File: config.mk
export PLATFORM = sky130hd
export DESIGN_NAME = switch_scheduler
export DESIGN_NICKNAME = d
export VERILOG_FILES = /design/src/rtl/switch_pkg.sv /design/src/rtl/rr_arbiter.sv /design/src/rtl/switch_scheduler.sv
export SDC_FILE = /design/constraint.sdc
export NUM_CORES = 1
export LEC_CHECK = 0
export CAP_MARGIN = 20
export CORE_MARGIN = 10
export CORE_UTILIZATION = 45
export CTS_CLUSTER_DIAMETER = 200
export DETAILED_ROUTE_END_ITERATION = 6
export GPL_TIMING_DRIVEN = 0
export PLACE_DENSITY_LB_ADDON = 0.05
export SLEW_MARGIN = 20
export SYNTH_ARGS = -nofsm -noshare
export SYNTH_HDL_FRONTEND = slang
export SYNTH_SLANG_ARGS = --single-unit
export TNS_END_PERCENT = 10
File: constraint.sdc
create_clock -name clk -period 10 [get_ports clk]
set_input_delay 3 -clock clk [delete_from_list [all_inputs] [get_ports clk]]
set_output_delay 3 -clock clk [all_outputs]
set_load 0.1 [all_outputs]
File: src/rtl/switch_pkg.sv
// Shared types and helpers for the 4-port switch scheduler.
package switch_pkg;

    localparam int NUM_PORTS = 4;
    localparam int SRC_W     = 2;

    typedef logic [1:0] port_idx_t;
    typedef logic [3:0] port_mask_t;

    function automatic port_idx_t onehot_to_idx(input port_mask_t oh);
        port_idx_t idx;
        idx = '0;
        for (int i = 0; i < NUM_PORTS; i++) begin
            if (oh[i]) idx = idx | port_idx_t'(i);
        end
        return idx;
    endfunction

endpackage

File: src/rtl/rr_arbiter.sv
// Four-requester round-robin arbiter; pointer moves past the winner on each grant.
module rr_arbiter
    import switch_pkg::*;
(
    input  logic       clk,
    input  logic       rst,
    input  logic       en_i,
    input  port_mask_t req_i,
    output port_mask_t grant_o
);

    port_idx_t rr_q;
    port_idx_t rr_d;
    port_idx_t idx;
    logic      found;

    always_comb begin
        // NOTE: every combinational output gets a default first so no latch is inferred.
        grant_o = '0;
        rr_d    = rr_q;
        found   = 1'b0;
        idx     = '0;
        if (en_i) begin
            for (int k = 0; k < NUM_PORTS; k++) begin
                idx = rr_q + port_idx_t'(k);
                if (!found && req_i[idx]) begin
                    found        = 1'b1;
                    grant_o[idx] = 1'b1;
                    rr_d         = idx + 2'd1;
                end
            end
        end
    end

    always_ff @(posedge clk) begin
        // NOTE: state registers use non-blocking assignments so all flops update together.
        if (rst) rr_q <= '0;
        else     rr_q <= rr_d;
    end

endmodule

File: src/rtl/switch_scheduler.sv
// Per-output round-robin scheduler with multicast tracking for the 4-port switch.
// Optional SWITCH_SCHED_STATS_EN adds saturating grant and drop counters.
module switch_scheduler
    import switch_pkg::*;
(
    input  logic                           clk,
    input  logic                           rst,
    input  logic [NUM_PORTS-1:0]           in_valid,
    input  logic [NUM_PORTS*NUM_PORTS-1:0] in_target,
    output logic [NUM_PORTS-1:0]           in_pop,
    input  logic [NUM_PORTS-1:0]           out_ready,
    output logic [NUM_PORTS-1:0]           out_valid,
    output logic [NUM_PORTS*SRC_W-1:0]     out_src
`ifdef SWITCH_SCHED_STATS_EN
    ,
    output logic [NUM_PORTS*16-1:0]        stat_grants,
    output logic [15:0]                    stat_drops
`endif
);

    port_mask_t                 served_q [NUM_PORTS];
    port_mask_t                 served_d [NUM_PORTS];
    port_mask_t                 pending  [NUM_PORTS];
    port_mask_t                 req      [NUM_PORTS];
    port_mask_t                 grant    [NUM_PORTS];
    port_mask_t                 granted  [NUM_PORTS];
    logic [NUM_PORTS-1:0]       zero_drop;
    logic [NUM_PORTS-1:0]       out_valid_q;
    logic [NUM_PORTS*SRC_W-1:0] out_src_q;

    always_comb begin
        for (int i = 0; i < NUM_PORTS; i++) begin
            pending[i] = in_valid[i] ? (in_target[NUM_PORTS*i +: NUM_PORTS] & ~served_q[i]) : '0;
        end
        for (int o = 0; o < NUM_PORTS; o++) begin
            for (int i = 0; i < NUM_PORTS; i++) req[o][i] = pending[i][o];
        end
    end

    for (genvar o = 0; o < NUM_PORTS; o++) begin : g_arb
        rr_arbiter u_arb (
            .clk    (clk),
            .rst    (rst),
            .en_i   (out_ready[o]),
            .req_i  (req[o]),
            .grant_o(grant[o])
        );
    end

    // A head retires once every still-pending target is granted in the same cycle.
    always_comb begin
        for (int i = 0; i < NUM_PORTS; i++) begin
            for (int o = 0; o < NUM_PORTS; o++) granted[i][o] = grant[o][i];
            zero_drop[i] = in_valid[i] && (in_target[NUM_PORTS*i +: NUM_PORTS] == '0);
            in_pop[i]    = !rst && (zero_drop[i] ||
                           ((pending[i] != '0) && ((pending[i] & ~granted[i]) == '0)));
            served_d[i]  = in_pop[i] ? '0 : (served_q[i] | granted[i]);
        end
    end

    always_ff @(posedge clk) begin
        if (rst) begin
            // NOTE: served is small control state and must be reset; a stale mask would skip targets.
            for (int i = 0; i < NUM_PORTS; i++) served_q[i] <= '0;
            out_valid_q <= '0;
            out_src_q   <= '0;
        end else begin
            for (int i = 0; i < NUM_PORTS; i++) served_q[i] <= served_d[i];
            for (int o = 0; o < NUM_PORTS; o++) begin
                out_valid_q[o] <= |grant[o];
                if (|grant[o]) out_src_q[SRC_W*o +: SRC_W] <= onehot_to_idx(grant[o]);
            end
        end
    end

    assign out_valid = out_valid_q;
    assign out_src   = out_src_q;

`ifdef SWITCH_SCHED_STATS_EN
    logic [15:0] grant_cnt_q [NUM_PORTS];
    logic [15:0] drop_cnt_q;
    logic [2:0]  drop_num;
    logic [16:0] drop_sum;

    always_comb begin
        drop_num = '0;
        for (int i = 0; i < NUM_PORTS; i++) drop_num = drop_num + 3'(zero_drop[i]);
        drop_sum = {1'b0, drop_cnt_q} + 17'(drop_num);
        for (int o = 0; o < NUM_PORTS; o++) stat_grants[16*o +: 16] = grant_cnt_q[o];
    end

    always_ff @(posedge clk) begin
        if (rst) begin
            for (int o = 0; o < NUM_PORTS; o++) grant_cnt_q[o] <= '0;
            drop_cnt_q <= '0;
        end else begin
            for (int o = 0; o < NUM_PORTS; o++) begin
                if ((|grant[o]) && (grant_cnt_q[o] != 16'hFFFF)) grant_cnt_q[o] <= grant_cnt_q[o] + 16'd1;
            end
            drop_cnt_q <= drop_sum[16] ? 16'hFFFF : drop_sum[15:0];
        end
    end

    assign stat_drops = drop_cnt_q;
`endif

endmodule

=== Yosys cells after proc, flatten, opt, wreduce, memory -nomap -nowiden ===
Memories as Yosys holds them, arrays and structs flattened.
Index checks and enable logic that the tools add are counted.

* Reduce and logical (&&, ||, !) cells: 81
* Bitwise gates (word level): 36
* Muxes and demuxes: 163
* $add $sub $neg: 24
* Order comparisons: 32

{| class="wikitable"
|+ Operators with widths
! operator !! count
|-
| two-way mux 4 bit || 44
|-
| bitwise OR 4 bit || 16
|-
| two-way mux 1 bit || 63
|-
| < comparator 2 x 3 -> 1 bit, second input constant || 16
|-
| two-way mux 2 bit || 24
|-
| logical AND 1 bit || 40
|-
| adder 2 x 1 -> 2 bit, second input constant || 16
|-
| AND 4 bit || 8
|-
| binary-select mux 1 bit (select 2 bit) || 16
|-
| demux 1 bit (select 2 bit) || 16
|-
| greater-or-equal comparator 2 x 1 -> 1 bit, second input constant || 16
|-
| logical NOT 4 bit || 8
|-
| inverter 4 bit || 8
|-
| nonzero test 4 bit || 8
|-
| adder 2 bit, second input constant || 8
|-
| OR reduction 4 bit || 4
|-
| logical NOT 1 bit || 13
|-
| AND reduction 2 bit || 4
|-
| logical OR 1 bit || 4
|-
| bitwise OR 1 bit || 4
|}

* Flip-flop bits (word level): 20
* Word-level logic and storage cells: 346
* Output and inout bits: 16
* Bits in writable memories: 16
* Memories kept: 1
* Bits of input ports: 26

{| class="wikitable"
|+ Memory list
! name !! words !! bits a word !! read ports !! clocked after Yosys merged registers in !! wr ports !! line !! source
|-
| served_q || 4 || 4 || 4 || 0 || 4 || switch_scheduler.sv:21 || <nowiki>port_mask_t served_q [NUM_PORTS];</nowiki>
|}

=== Depth between registers and ports, before layout ===
* Depth in word-level cells: 27
* Gate-level depth with buffers: 11
* Depth with buffers taken out: 9

=== Cells and area by module ===
Synthesis repeated with hierarchy kept, for this count alone.

* Cells, all modules: 390
* Area total of the unflattened synthesis: 3383.2 µm²

{| class="wikitable"
|+ Modules (own cells, without submodules)
! module !! instances !! seq. area each (µm²) !! cells each !! area an instance (µm²)
|-
| rr_arbiter (g_arb[0].u_arb ...) || 3 || 40.0 || 57 || 503.0
|-
| switch_scheduler || 1 || 560.5 || 170 || 1403.8
|-
| rr_arbiter (g_arb[3].u_arb) || 1 || 40.0 || 49 || 470.5
|}

=== Least setup slack after synthesis ===
OpenSTA, ideal clock, no wires.

* Path kind: in2out
* Start point: input port in_valid[3]
* End point: output port in_pop[3]
* Path buffers: 1
* Stages: 8
* Setup slack: 0.564 ns
* Arrival: 6.436 ns
* Data required time: 7.000 ns
* Cells stage by stage: buf_2 and3b_1 mux4_2 or3_4 nor2_2 a211oi_1 a2111o_1 a21oi_1

* Cells in the longest elaborated chain, start to end: 23
* Elaborated cells on any way between the ends: 133
* Classes of those cells: 89 x mux; 14 x bitwise; 30 x reduce/logical

{| class="wikitable"
|+ RTL lines
! item !! line !! source
|-
| from (decl) || switch_scheduler.sv:8 || <nowiki>input logic [NUM_PORTS-1:0] in_valid,</nowiki>
|-
| two-way mux 4 bit || switch_scheduler.sv:33 || <nowiki>pending[i] = in_valid[i] ? (in_target[NUM_PORTS*i +: NUM_PORTS] & ~served_q[i]) : '0;</nowiki>
|-
| binary-select mux 1 bit (select 2 bit) || rr_arbiter.sv:26 || <nowiki>if (!found && req_i[idx]) begin</nowiki>
|-
| two-way mux 1 bit (implied by the code) || rr_arbiter.sv:26 ||
|-
| two-way mux 1 bit || rr_arbiter.sv:26 ||
|-
| two-way mux 1 bit || rr_arbiter.sv:23 || <nowiki>if (en_i) begin</nowiki>
|-
| logical NOT 1 bit || rr_arbiter.sv:26 ||
|-
| logical AND 1 bit || rr_arbiter.sv:26 ||
|-
| two-way mux 1 bit || rr_arbiter.sv:26 ||
|-
| (+7 left out) || -- ||
|-
| two-way mux 4 bit || rr_arbiter.sv:26 ||
|-
| two-way mux 4 bit || rr_arbiter.sv:23 ||
|-
| inverter 4 bit || switch_scheduler.sv:56 || <nowiki>((pending[i] != '0) && ((pending[i] & ~granted[i]) == '0)));</nowiki>
|-
| AND 4 bit || switch_scheduler.sv:56 ||
|-
| logical NOT 4 bit || switch_scheduler.sv:56 ||
|-
| logical AND 1 bit || switch_scheduler.sv:56 ||
|-
| logical OR 1 bit * || switch_scheduler.sv:55 || <nowiki>in_pop[i] = !rst && (zero_drop[i] ||</nowiki>
|-
| logical AND 1 bit * || switch_scheduler.sv:55 ||
|-
| to (decl) || switch_scheduler.sv:10 || <nowiki>output logic [NUM_PORTS-1:0] in_pop,</nowiki>
|}

Mark *: on every way between the ends. The rest lies on a longest branch, timed or not. The select of a mux whose other input is x is not followed.

=== Final worst setup path ===
* Start point: input port in_valid[1]
* End point: output port in_pop[1]

Same word-level chain as after synthesis.

==> key figures <==
Worst hold path
  • Hold Path Cell Cnt: 2
  • Hold path start: served_q[1][0]
  • Hold path endpoint: served_q[1][0]
  • Worst min path class: flip-flop to flip-flop

Cells and area
  • Commonest non-fill, non-tap cells in the layout: a21oi_1, dfxtp_1, clkdlybuf4s50_1
  • Post-layout nets: ~570
  • Final Cell Area: between 0.004 and 0.005 sq mm
  • Fill cells: about 880
  • Finished Core Util: between 50 and 60%
  • Layout area overhead: 14.51%
  • # diodes: 0
  • Share of cells above drive strength 1: about a tenth
  • Commonest non-fill, non-tap cell in the layout: a21oi_1

Critical path
  • Critical-path cell list: clkdlybuf4s50_1 > buf_4 > nand3b_1 > mux4_2 > a221oi_2 > a211oi_1 > nor4_4 > o21ba_1 > clkbuf_2
  • Slowest cell on crit path: mux4_2
  • CP startpoint kind: input pin
  • R2R setup slack: roughly 6200 ps
  • Length in cells of the worst reg-to-reg path: 10
  • Crit Path Category: input pin to output port
  • Crit Reg-Reg Startpoint: g_arb[3].u_arb.rr_q[0]
  • Required @ worst endpoint: ~7000 ps
  • Worst Path Buf+Inv: 3
  • Top delay family on crit path: buffers and inverters
  • CP Launch Point: in_valid[1]
  • Arrival @ worst endpoint: between 6000 and 7000 ps
  • Reg-to-Reg End: served_q[2][3]
  • CP endpoint kind: output port
  • Critical path peak fanout: 10
  • Highest cell delay on the worst timing path: around 650 ps

Placed design
  • Placed cell area: 0.004489 sq mm
  • Hpwl dp: 9932 microns
  • Place WS: -258.6 ps
  • Routability cong.: slightly above 0.9
  • Port bufs: 37

Yosys
  • Synth top area share: 18.09%
  • Mapped cell area: roughly 0.004 sq mm
  • Net count after synthesis: about 530
  • Synth Warn #: 0
  • Post-synth ARST share: 0%
  • Yosys reg bits: 36
  • Count of different cell masters after synthesis: 59
  • Post-synth EDFFs: 0
  • Most area-consuming cells after synthesis: dfxtp_1, ha_1, mux4_2
  • Post-synthesis sequential area ratio: between 10% and 20%
  • Avg Cell Area, Syn: 8.494 sq um
  • Synth Flop Type: dfxtp_1
  • Synth area leader: dfxtp_1
  • Syn Inst Count: roughly 470

CTS
  • CTS tree: yes
  • TritonCTS buffer count: 5
  • Worst-path clk slew: about 80 ps
  • Worst skew pair latency: 300 ps
  • Max H-tree Level: 2
  • Setup bufs post-CTS: 0
  • CTS root buf: clkbuf_8
  • Clock Tree Buf Depth: 2
  • Clock sinks: 36

Route
  • Drt total wl: approximately 13000 microns
  • Metal2 WL: about 6200 microns
  • Met3 wire len: just under 800 microns
  • Initial DRT Pass Iterations: 5
  • WL met1: approximately 6000 microns
  • DRC viols: 0
  • Vias: 4125
  • Iter 0 DRT Violations: approximately 280
  • Highest Signal Layer: met4
  • Routed len/inst: 21.17 microns
  • ANT nets after route: 0
  • Vias per std cell: about 6.6

Timing
  • Final min period: between 9000 and 10000 ps
  • RSZ-0062 raised after global routing: false
  • Clock Skew: 9.524 ps
  • Final Worst Setup Slack: around 360 ps
  • Final hold violations: 0
  • Achievable Freq: 0.1037 GHz
  • Final setup viols: 0
  • Max-slew headroom: about 30%
  • Worst-margin pin slew: roughly 1000 ps
  • Final period utilization: 96.40%
  • Pins over their slew limit: 0

Global route
  • Congestion Overflow GR: 0
  • Largest net degree at the start of global routing: 12
  • Vias in the first global route: about 3900
  • Initial antenna violation count: 0
  • Global Route Usage Sum: about 20%
  • First-pass GRT wire length: around 21000 microns

Die
  • Die area: 0.01302 sq mm
  • Die H: roughly 110 microns
  • Core area: between 0.008 and 0.009 sq mm
  • Die W: 114.1 microns
  • Ports: 42
  • Initial Util: approximately 46%
  • FP Rows: 34

Status
  • Status: complete, no violations

Pwr
  • Switch Pwr: about 600 uW
  • Tot Pwr: 1.099 mW
  • Logic pwr share: approximately 70%
  • P_leak: approximately 1.6 nW
  • VDD IR max: around 0.15 mV
  • Power Internal: about 500 uW
  • PD cells: ~240 mW/mm^2
  • Clock Power Share: between 10% and 20%
  • Register share of total power: about 20%
  • Sw Ratio: ~54%

Job
  • Max-cap violations: 0
[metrics by stage]
| stage | std cells | hold WS [ps] | TNS (ps) |
|---|---|---|---|
| finish | 622 | 465.1 | 0 |
| global route | 622 | 493.6 | 0 |
| floorplan | 469 | 437.7 | 0 |
| CTS | 622 | 466.2 | 0 |
| global placement | 614 | 451.7 | -609.5 |
| detailed placement | 614 | 453.5 | -720.4 |
[power by group through the flow]
stage	Sequential (mW)	Combinational [mW]	Clock (mW)
global placement	0.223	0.745	0
global route	0.228	0.819	0.124
detailed placement	0.225	0.749	0
finish	0.222	0.758	0.119
floorplan	0.352	0.448	0
CTS	0.221	0.752	0.120
[area by class of cell]
type                       instances  area, sq um  area share (%)
sequential                        36        720.7           15.80
inverter                          28        105.1           2.304
tap                              108        135.1           2.962
timing repair buffer              37        350.3           7.680
clock inverter                     2        10.01          0.2194
buffer                            24        103.9           2.276
clock buffer                       6        82.58           1.810
multi-input combinational        381         3054           66.95
[synthesized netlist by cell type (3+ instances only)]
| cell type | n |
|---|---|
| a311oi_1 | 3 |
| nand3_1 | 27 |
| a31oi_1 | 18 |
| dfxtp_1 | 36 |
| nor2b_1 | 5 |
| or4bb_1 | 4 |
| mux2i_1 | 10 |
| nor4_1 | 6 |
| nand2_1 | 26 |
| o21ai_0 | 26 |
| buf_2 | 8 |
| mux4_2 | 17 |
| nand3b_2 | 3 |
| a41oi_1 | 8 |
| nand2b_1 | 5 |
| inv_1 | 26 |
| nand4b_1 | 8 |
| a2111oi_0 | 9 |
| nor3_1 | 5 |
| xnor2_1 | 4 |
| clkbuf_1 | 15 |
| o211ai_1 | 10 |
| a21oi_1 | 43 |
| nor2_1 | 15 |
| o21a_1 | 3 |
| o21ba_1 | 3 |
| a211oi_1 | 15 |
| a2111oi_1 | 4 |
| ha_1 | 32 |
| nand4_1 | 5 |
| nand3b_1 | 15 |
| o31a_1 | 4 |
| and3b_1 | 12 |
[state kept, by name (all words and copies together) (netlist names)]
| name | count |
|---|---|
| out_src | 8 |
| out_valid | 4 |
| g_arb.u_arb.rr_q | 8 |
| served_q | 16 |
[routing by layer]
layer  up-vias  track usage [%]
li1       1957                -
met1      2025            26.82
met2       130            31.93
met3        13            3.669
met4         0            4.428
met5         -                0
[worst max-delay path by stage]
stage,to,slack (ps),depth (start not counted)
after floorplan,in_pop[3],560,8
after global placement,in_pop[1],-220,9
after detailed placement,in_pop[1],-260,9
after CTS,in_pop[1],8,9
after global routing,in_pop[1],140,9
final,in_pop[1],360,9
[repair_timing]
action | CTS | global route
pin swaps | 0 | 0
hold buffers | 0 | 0
resized for setup | 4 | 8
endpoints found under the setup margin | 4 | 4
[logic make-up after synthesis]
| group | Yosys count | synth area share (%) |
|---|---|---|
| adders and majority gates | 32 | 10.05 |
| DFF | 36 | 18.09 |
| and+or+nand+nor | 149 | 23.59 |
| xor gates and xnor gates | 4 | 0.8793 |
| muxes | 27 | 12.12 |
| buffers and inverters | 52 | 5.245 |
| AOI/OAI and AO/OA | 169 | 30.03 |
[worst reg2reg max path: stages, from the launching register on]
cell and delay, ps:
dfxtp_1 410, buf_2 250, clkinv_1 350, ha_1 410
clkbuf_1 330, mux4_2 620, o211ai_1 110, a31oi_1 100
a21oi_1 500, a2111oi_4 190, a2111oi_0 380
Power figures use the tool's default switching activity.
